File: src/rtl/mc_pkg.sv
// Shared encodings for the multicycle MIPS control path: opcodes, ALU op codes,
// mux select encodings and the control FSM state type.
package mc_pkg;

    localparam logic [5:0] OPC_RTYPE = 6'b000000;
    localparam logic [5:0] OPC_LW    = 6'b100011;
    localparam logic [5:0] OPC_SW    = 6'b101011;
    localparam logic [5:0] OPC_BEQ   = 6'b000100;
    localparam logic [5:0] OPC_ADDI  = 6'b001000;
    localparam logic [5:0] OPC_ORI   = 6'b001101;
    localparam logic [5:0] OPC_ANDI  = 6'b001100;
    localparam logic [5:0] OPC_SLTI  = 6'b001010;
    localparam logic [5:0] OPC_J     = 6'b000010;

    // alu_op codes consumed by the ALU control decoder
    localparam logic [2:0] ALU_ADD  = 3'b000;
    localparam logic [2:0] ALU_SUB  = 3'b001;
    localparam logic [2:0] ALU_RTYP = 3'b010;
    localparam logic [2:0] ALU_ADDI = 3'b011;
    localparam logic [2:0] ALU_ORI  = 3'b100;
    localparam logic [2:0] ALU_ANDI = 3'b101;
    localparam logic [2:0] ALU_SLTI = 3'b110;

    localparam logic [1:0] SRC_B_REG    = 2'b00;
    localparam logic [1:0] SRC_B_FOUR   = 2'b01;
    localparam logic [1:0] SRC_B_IMM    = 2'b10;
    localparam logic [1:0] SRC_B_IMM_SH = 2'b11;

    localparam logic [1:0] PC_SRC_ALU    = 2'b00;
    localparam logic [1:0] PC_SRC_ALUOUT = 2'b01;
    localparam logic [1:0] PC_SRC_JUMP   = 2'b10;

    typedef enum logic [3:0] {
        FETCH     = 4'd0,
        DECODE    = 4'd1,
        MEM_ADDR  = 4'd2,
        MEM_READ  = 4'd3,
        MEM_WB    = 4'd4,
        MEM_WRITE = 4'd5,
        R_EXEC    = 4'd6,
        R_WB      = 4'd7,
        BRANCH    = 4'd8,
        IMM_EXEC  = 4'd9,
        IMM_WB    = 4'd10,
        JUMP      = 4'd11
    } state_e;

    // ALU operation for the immediate-arithmetic class, keyed by opcode
    function automatic logic [2:0] imm_alu_op(input logic [5:0] opc);
        case (opc)
            OPC_ORI:  imm_alu_op = ALU_ORI;
            OPC_ANDI: imm_alu_op = ALU_ANDI;
            OPC_SLTI: imm_alu_op = ALU_SLTI;
            default:  imm_alu_op = ALU_ADDI;
        endcase
    endfunction

endpackage

File: src/rtl/mc_perf_counters.sv
// Free-running cycle counter and retired-instruction counter for the
// multicycle control FSM; both wrap and clear on synchronous reset.
module mc_perf_counters #(
    parameter int CNT_W = 32
) (
    input  logic             clk,
    input  logic             rst,
    input  logic             instr_done,
    output logic [CNT_W-1:0] cycle_cnt,
    output logic [CNT_W-1:0] instr_cnt
);

    always_ff @(posedge clk) begin
        if (rst) begin
            cycle_cnt <= '0;
            instr_cnt <= '0;
        end else begin
            cycle_cnt <= cycle_cnt + 1'b1;
            if (instr_done) begin
                instr_cnt <= instr_cnt + 1'b1;
            end
        end
    end

endmodule

File: src/rtl/multicycle_control.sv
// Main control FSM for the multicycle MIPS datapath.
// Define MULTICYCLE_CONTROL_PERF_EN to add the cycle/instruction counters.
module multicycle_control
    import mc_pkg::*;
#(
    parameter int CNT_W = 32
) (
    input  logic       clk,
    input  logic       rst,
    input  logic [5:0] opcode,
    input  logic       mem_ready,
    output logic       pc_write,
    output logic       pc_write_cond,
    output logic       i_or_d,
    output logic       mem_read,
    output logic       mem_write,
    output logic       ir_write,
    output logic       mem_to_reg,
    output logic       reg_dst,
    output logic       reg_write,
    output logic       alu_src_a,
    output logic [1:0] alu_src_b,
    output logic [2:0] alu_op,
    output logic [1:0] pc_src,
    output logic       illegal_op,
    output state_e     debug_state
`ifdef MULTICYCLE_CONTROL_PERF_EN
    ,
    output logic [CNT_W-1:0] cycle_cnt,
    output logic [CNT_W-1:0] instr_cnt
`endif
);

    if (CNT_W < 1) begin : g_bad_cnt_w
        $error("multicycle_control: CNT_W must be at least 1");
    end

    state_e     state;
    state_e     state_next;
    logic [5:0] opc_q;
    logic       instr_done;

    // The IR may change once DECODE has passed; later states use this copy.
    always_ff @(posedge clk) begin
        if (rst) begin
            state <= FETCH;
            opc_q <= OPC_RTYPE;
        end else begin
            state <= state_next;
            if (state == DECODE) begin
                opc_q <= opcode;
            end
        end
    end

    always_comb begin
        state_next    = state;
        pc_write      = 1'b0;
        pc_write_cond = 1'b0;
        i_or_d        = 1'b0;
        mem_read      = 1'b0;
        mem_write     = 1'b0;
        ir_write      = 1'b0;
        mem_to_reg    = 1'b0;
        reg_dst       = 1'b0;
        reg_write     = 1'b0;
        alu_src_a     = 1'b0;
        alu_src_b     = SRC_B_REG;
        alu_op        = ALU_ADD;
        pc_src        = PC_SRC_ALU;
        illegal_op    = 1'b0;

        // Reset silences every output, even when the register still holds
        // a mid-instruction state, so an aborted instruction writes nothing.
        if (!rst) begin
            unique case (state)
                FETCH: begin
                    mem_read  = 1'b1;
                    alu_src_b = SRC_B_FOUR;
                    ir_write  = mem_ready;
                    pc_write  = mem_ready;
                    if (mem_ready) state_next = DECODE;
                end
                DECODE: begin
                    alu_src_b = SRC_B_IMM_SH;
                    case (opcode)
                        OPC_LW, OPC_SW: state_next = MEM_ADDR;
                        OPC_RTYPE:      state_next = R_EXEC;
                        OPC_BEQ:        state_next = BRANCH;
                        OPC_ADDI, OPC_ORI, OPC_ANDI, OPC_SLTI:
                                        state_next = IMM_EXEC;
                        OPC_J:          state_next = JUMP;
                        default: begin
                            state_next = FETCH;
                            illegal_op = 1'b1;
                        end
                    endcase
                end
                MEM_ADDR: begin
                    alu_src_a  = 1'b1;
                    alu_src_b  = SRC_B_IMM;
                    state_next = (opc_q == OPC_SW) ? MEM_WRITE : MEM_READ;
                end
                MEM_READ: begin
                    mem_read = 1'b1;
                    i_or_d   = 1'b1;
                    if (mem_ready) state_next = MEM_WB;
                end
                MEM_WB: begin
                    reg_write  = 1'b1;
                    mem_to_reg = 1'b1;
                    state_next = FETCH;
                end
                MEM_WRITE: begin
                    mem_write = 1'b1;
                    i_or_d    = 1'b1;
                    if (mem_ready) state_next = FETCH;
                end
                R_EXEC: begin
                    alu_src_a  = 1'b1;
                    alu_op     = ALU_RTYP;
                    state_next = R_WB;
                end
                R_WB: begin
                    reg_write  = 1'b1;
                    reg_dst    = 1'b1;
                    state_next = FETCH;
                end
                BRANCH: begin
                    alu_src_a     = 1'b1;
                    alu_op        = ALU_SUB;
                    pc_write_cond = 1'b1;
                    pc_src        = PC_SRC_ALUOUT;
                    state_next    = FETCH;
                end
                IMM_EXEC: begin
                    alu_src_a  = 1'b1;
                    alu_src_b  = SRC_B_IMM;
                    alu_op     = imm_alu_op(opc_q);
                    state_next = IMM_WB;
                end
                IMM_WB: begin
                    reg_write  = 1'b1;
                    state_next = FETCH;
                end
                JUMP: begin
                    pc_write   = 1'b1;
                    pc_src     = PC_SRC_JUMP;
                    state_next = FETCH;
                end
                default: state_next = FETCH;
            endcase
        end
    end

    assign debug_state = state;
    // A FETCH-stall self-loop is not a retirement; every other entry is.
    assign instr_done  = !rst && (state != FETCH) && (state_next == FETCH);

`ifdef MULTICYCLE_CONTROL_PERF_EN
    mc_perf_counters #(
        .CNT_W(CNT_W)
    ) u_perf (
        .clk       (clk),
        .rst       (rst),
        .instr_done(instr_done),
        .cycle_cnt (cycle_cnt),
        .instr_cnt (instr_cnt)
    );
`else
    logic unused_instr_done;
    assign unused_instr_done = instr_done;
`endif

endmodule
File: config.mk
export PLATFORM = sky130hd
export DESIGN_NAME = multicycle_control
export DESIGN_NICKNAME = d
export VERILOG_FILES = /design/src/rtl/mc_pkg.sv /design/src/rtl/mc_perf_counters.sv /design/src/rtl/multicycle_control.sv
export SDC_FILE = /design/constraint.sdc
export NUM_CORES = 1
export LEC_CHECK = 0
export ABC_CLOCK_PERIOD_IN_PS = 3600
export BUFFER_PORTS_ARGS = -buffer_cell sky130_fd_sc_hd__buf_2
export CORE_ASPECT_RATIO = 0.9
export CORE_MARGIN = 4
export CORE_UTILIZATION = 52
export DETAILED_ROUTE_END_ITERATION = 8
export GPL_ROUTABILITY_DRIVEN = 1
export PLACE_DENSITY = 0.83
export SLEW_MARGIN = 10
export SYNTH_ARGS = -nofsm -noshare
export SYNTH_HDL_FRONTEND = slang
export SYNTH_SLANG_ARGS = --single-unit
File: constraint.sdc
create_clock -name clk -period 3.6 [get_ports clk]
set_clock_uncertainty 0.2 [all_clocks]
set_input_delay 0.54 -clock clk [delete_from_list [all_inputs] [get_ports clk]]
set_output_delay 0.54 -clock clk [all_outputs]
set_load 0.02 [all_outputs]
==> metrics.txt <==
status finished, final reports clean; kind of path behind the tightest hold check reg2reg; sequential standard cell area 200 µm²; Post-Synth Adder-Cell Area 0%; length of routed wiring on met1 997 µm; Sink Count 10; Reg power frac 43.8%; clock tree from TritonCTS done; cts bufs inserted 3; maximum number of pins on one net before global-route repair 25; utilization of the core after routing 67.6%; portion of total power attributed to combinational logic 30.8%; post-synthesis async set-or-reset flop share 0%; # IOs 31; post-detailed-route via-to-cell ratio 5.97; data required time at the worst endpoint 2860 ps; Hold Path Origin opc_q[3]; Least-Margin Pin Slew 802 ps; internal power consumption 197 µW; Synth Net Count 126; Distinct cells, synth 40; DRC viols 0; main combinational cell family by area after synthesis simple AND/OR/NAND/NOR gates; antenna violations before repair 0; first-pass GRT wire length 3.74 mm; startpoint class of the critical path register; horizontal die dimension 51.7 µm; Starting Density 58.3%; compound-gate portion of the synthesized area 20.3%; met3 wire length 163 µm; amount of wire on met2 after detailed routing 1.12 mm; sort of element at the end of the critical path primary output; worst-case register-to-register setup slack 1650 ps; number of vias after detailed routing 961; most common cell after layout, fill and taps aside buf_2; standard-cell row count 13; number of pins with negative max-slew slack in the final report 0; part of the power in the clock network 25.4%; Non-Filler Instances 161; largest fanout of any net on the critical path 24; WP data arrival 1870 ps; # port buffers 30; Fmax achieved 383 MHz; Post-Syn Area per Cell 7.62 µm²; Area Growth Syn to Fin 15.8%; die area 2440 µm²; CTS H-Tree Depth 1; cell area reported after detailed placement 1010 µm²; Yosys reg bits 10; simple-gate share of the synthesized area 38.7%; wire length reported by the detailed router 2.29 mm; netlist area before placement 892 µm²; number of post-CTS setup repair buffers 0; Final Cell Area 1030 µm²; clock slew at reported path FFs 70 ps; most frequent cells in the layout 30 x buf_2, 20 x nor2_1, 10 x dfxtp_1; TNS Setup 0 ps; overall die height 47.3 µm; count of nets left with antenna violations after detail routing 0; power density cells 297 nW/µm²; clock latency reported for the late side of the worst-skew pair 270 ps; worst reg2reg startpoint debug_state[1]; Reg2Reg Depth 3; post-layout min period 2610 ps; combined area of the multi-input logic cells 629 µm²; diode count 0; CP Class reg2out; CTS resizes 0; Leakage 0.460 nW; routability-driven placement congestion ratio 0.764; fin crit share 72.5%; highest routed layer met4; number of placed cells counting well taps 158; vias in the first global route 819; first-pass detailed-route iteration total 4; switching power total 110 µW; number of flops mapped to enable cells by yosys 0; Overall Global Routing Usage 20.5%; r2r endpoint debug_state[0]; Max clock buf depth 2; cells after synthesis 117; Hold Path Sink opc_q[3]; switching fraction of total power 35.8%; mux share of post-synthesis cell area 9.54%; share of synthesized area occupied by flip-flops and latches 22.4%; root buffer cell clkbuf_4; Synth Warn # 0; number of buffers inserted by hold repair at cts 0; layout net count 150; most common flop cell mapped by yosys dfxtp_1; fill cell instance count of the final layout 156; number of setup violations in the final report 0; floorplan core area 1530 µm²; DP HPWL 1.70 mm; RSZ-0062 raised after global routing false; Peak VDD IR 191 µV; number of maximum-capacitance violations 0; DRT iter0 DRCs 22; Max transition margin 46.5%; total overflow reported by the global router 0; number of failing hold endpoints at the final stage 0; area share of xor/xnor cells in the synthesized design 1.96%; fraction of final layout cells with drive strength greater than 1 28.1%; number of cells on the worst hold path 2; average wire per standard cell 14.2 µm
-- logic make-up after synthesis --
| group | after synthesis |
|---|---|
| AO/OA/AOI/OAI | 25 |
| XOR/XNOR | 2 |
| buffers and inverters | 12 |
| flip-flops | 10 |
| multiplexers | 8 |
| AND/OR/NAND/NOR | 60 |
-- routing by layer --
| layer | vias to the layer above | global-route usage [%] |
|---|---|---|
| met4 | 0 | 1.57 |
| met3 | 2 | 6.98 |
| met1 | 447 | 26.3 |
| met2 | 31 | 35.3 |
| li1 | 481 | - |
| met5 | - | 0 |
-- flip-flops by register name, summed over array words and instances (netlist names) --
| register | count |
|---|---|
| debug_state | 4 |
| opc_q | 6 |
-- layout make-up --
cell class	count	area share (%)
Multi-Input combinational cell	95	60.9
Sequential cell	10	19.4
Tap cell	22	2.66
Timing Repair Buffer	30	14.5
Inverter	1	0.363
Clock buffer	3	2.18
-- per-stage QoR --
| stage | power [mW] | worst slack, ps | hold WS (ps) |
|---|---|---|---|
| after global routing | 0.330 | 712 | 377 |
| final | 0.307 | 989 | 338 |
| after CTS | 0.308 | 996 | 337 |
| after floorplan | 0.204 | 946 | 266 |
| after global placement | 0.228 | 1210 | 312 |
| after detailed placement | 0.231 | 1190 | 320 |
-- critical path: stages, from the launching register on --
cell	delay [ps]
dfxtp_1	570
nor3_1	390
o311ai_0	210
a211oi_1	240
buf_2	200
-- worst max path at each step --
| stage | from | endpoint | slack [ps] | depth (start not counted) |
|---|---|---|---|---|
| 2_1_floorplan | rst | pc_src[0] | 950 | 5 |
| 3_3_place_gp | rst | illegal_op | 1210 | 5 |
| 3_5_place_dp | rst | illegal_op | 1190 | 5 |
| 4_1_cts | debug_state[1] | illegal_op | 1000 | 4 |
| 5_1_grt | debug_state[1] | illegal_op | 710 | 4 |
| 6_report | debug_state[1] | illegal_op | 990 | 4 |
-- power by group through the flow --
stage	clock [mW]	combinational (mW)	sequential [mW]
2_1_floorplan	0	0.0735	0.131
3_3_place_gp	0	0.0917	0.136
3_5_place_dp	0	0.0948	0.136
4_1_cts	0.0799	0.0948	0.134
5_1_grt	0.0891	0.104	0.137
6_report	0.0780	0.0945	0.134
-- synth_stat cells, drive strengths merged (2+ instances only) --
library cell / n / area [µm²]
nor2b: 2 / 12.5
clkbuf: 3 / 11.3
nor3: 9 / 56.3
a211oi: 4 / 30.0
nor4: 4 / 31.3
o311ai: 2 / 17.5
dfxtp: 10 / 200
o21a: 3 / 22.5
nand2b: 5 / 38.8
nor2: 20 / 75.1
nor3b: 2 / 15.0
and3: 2 / 12.5
a21o: 2 / 15.0
o21ai: 3 / 15.0
nand2: 4 / 15.0
nand3: 2 / 10.0
a21oi: 5 / 25.0
nor4b: 4 / 35.0
buf: 8 / 47.5
mux2i: 7 / 70.1
(Power assumes the default switching activity.)
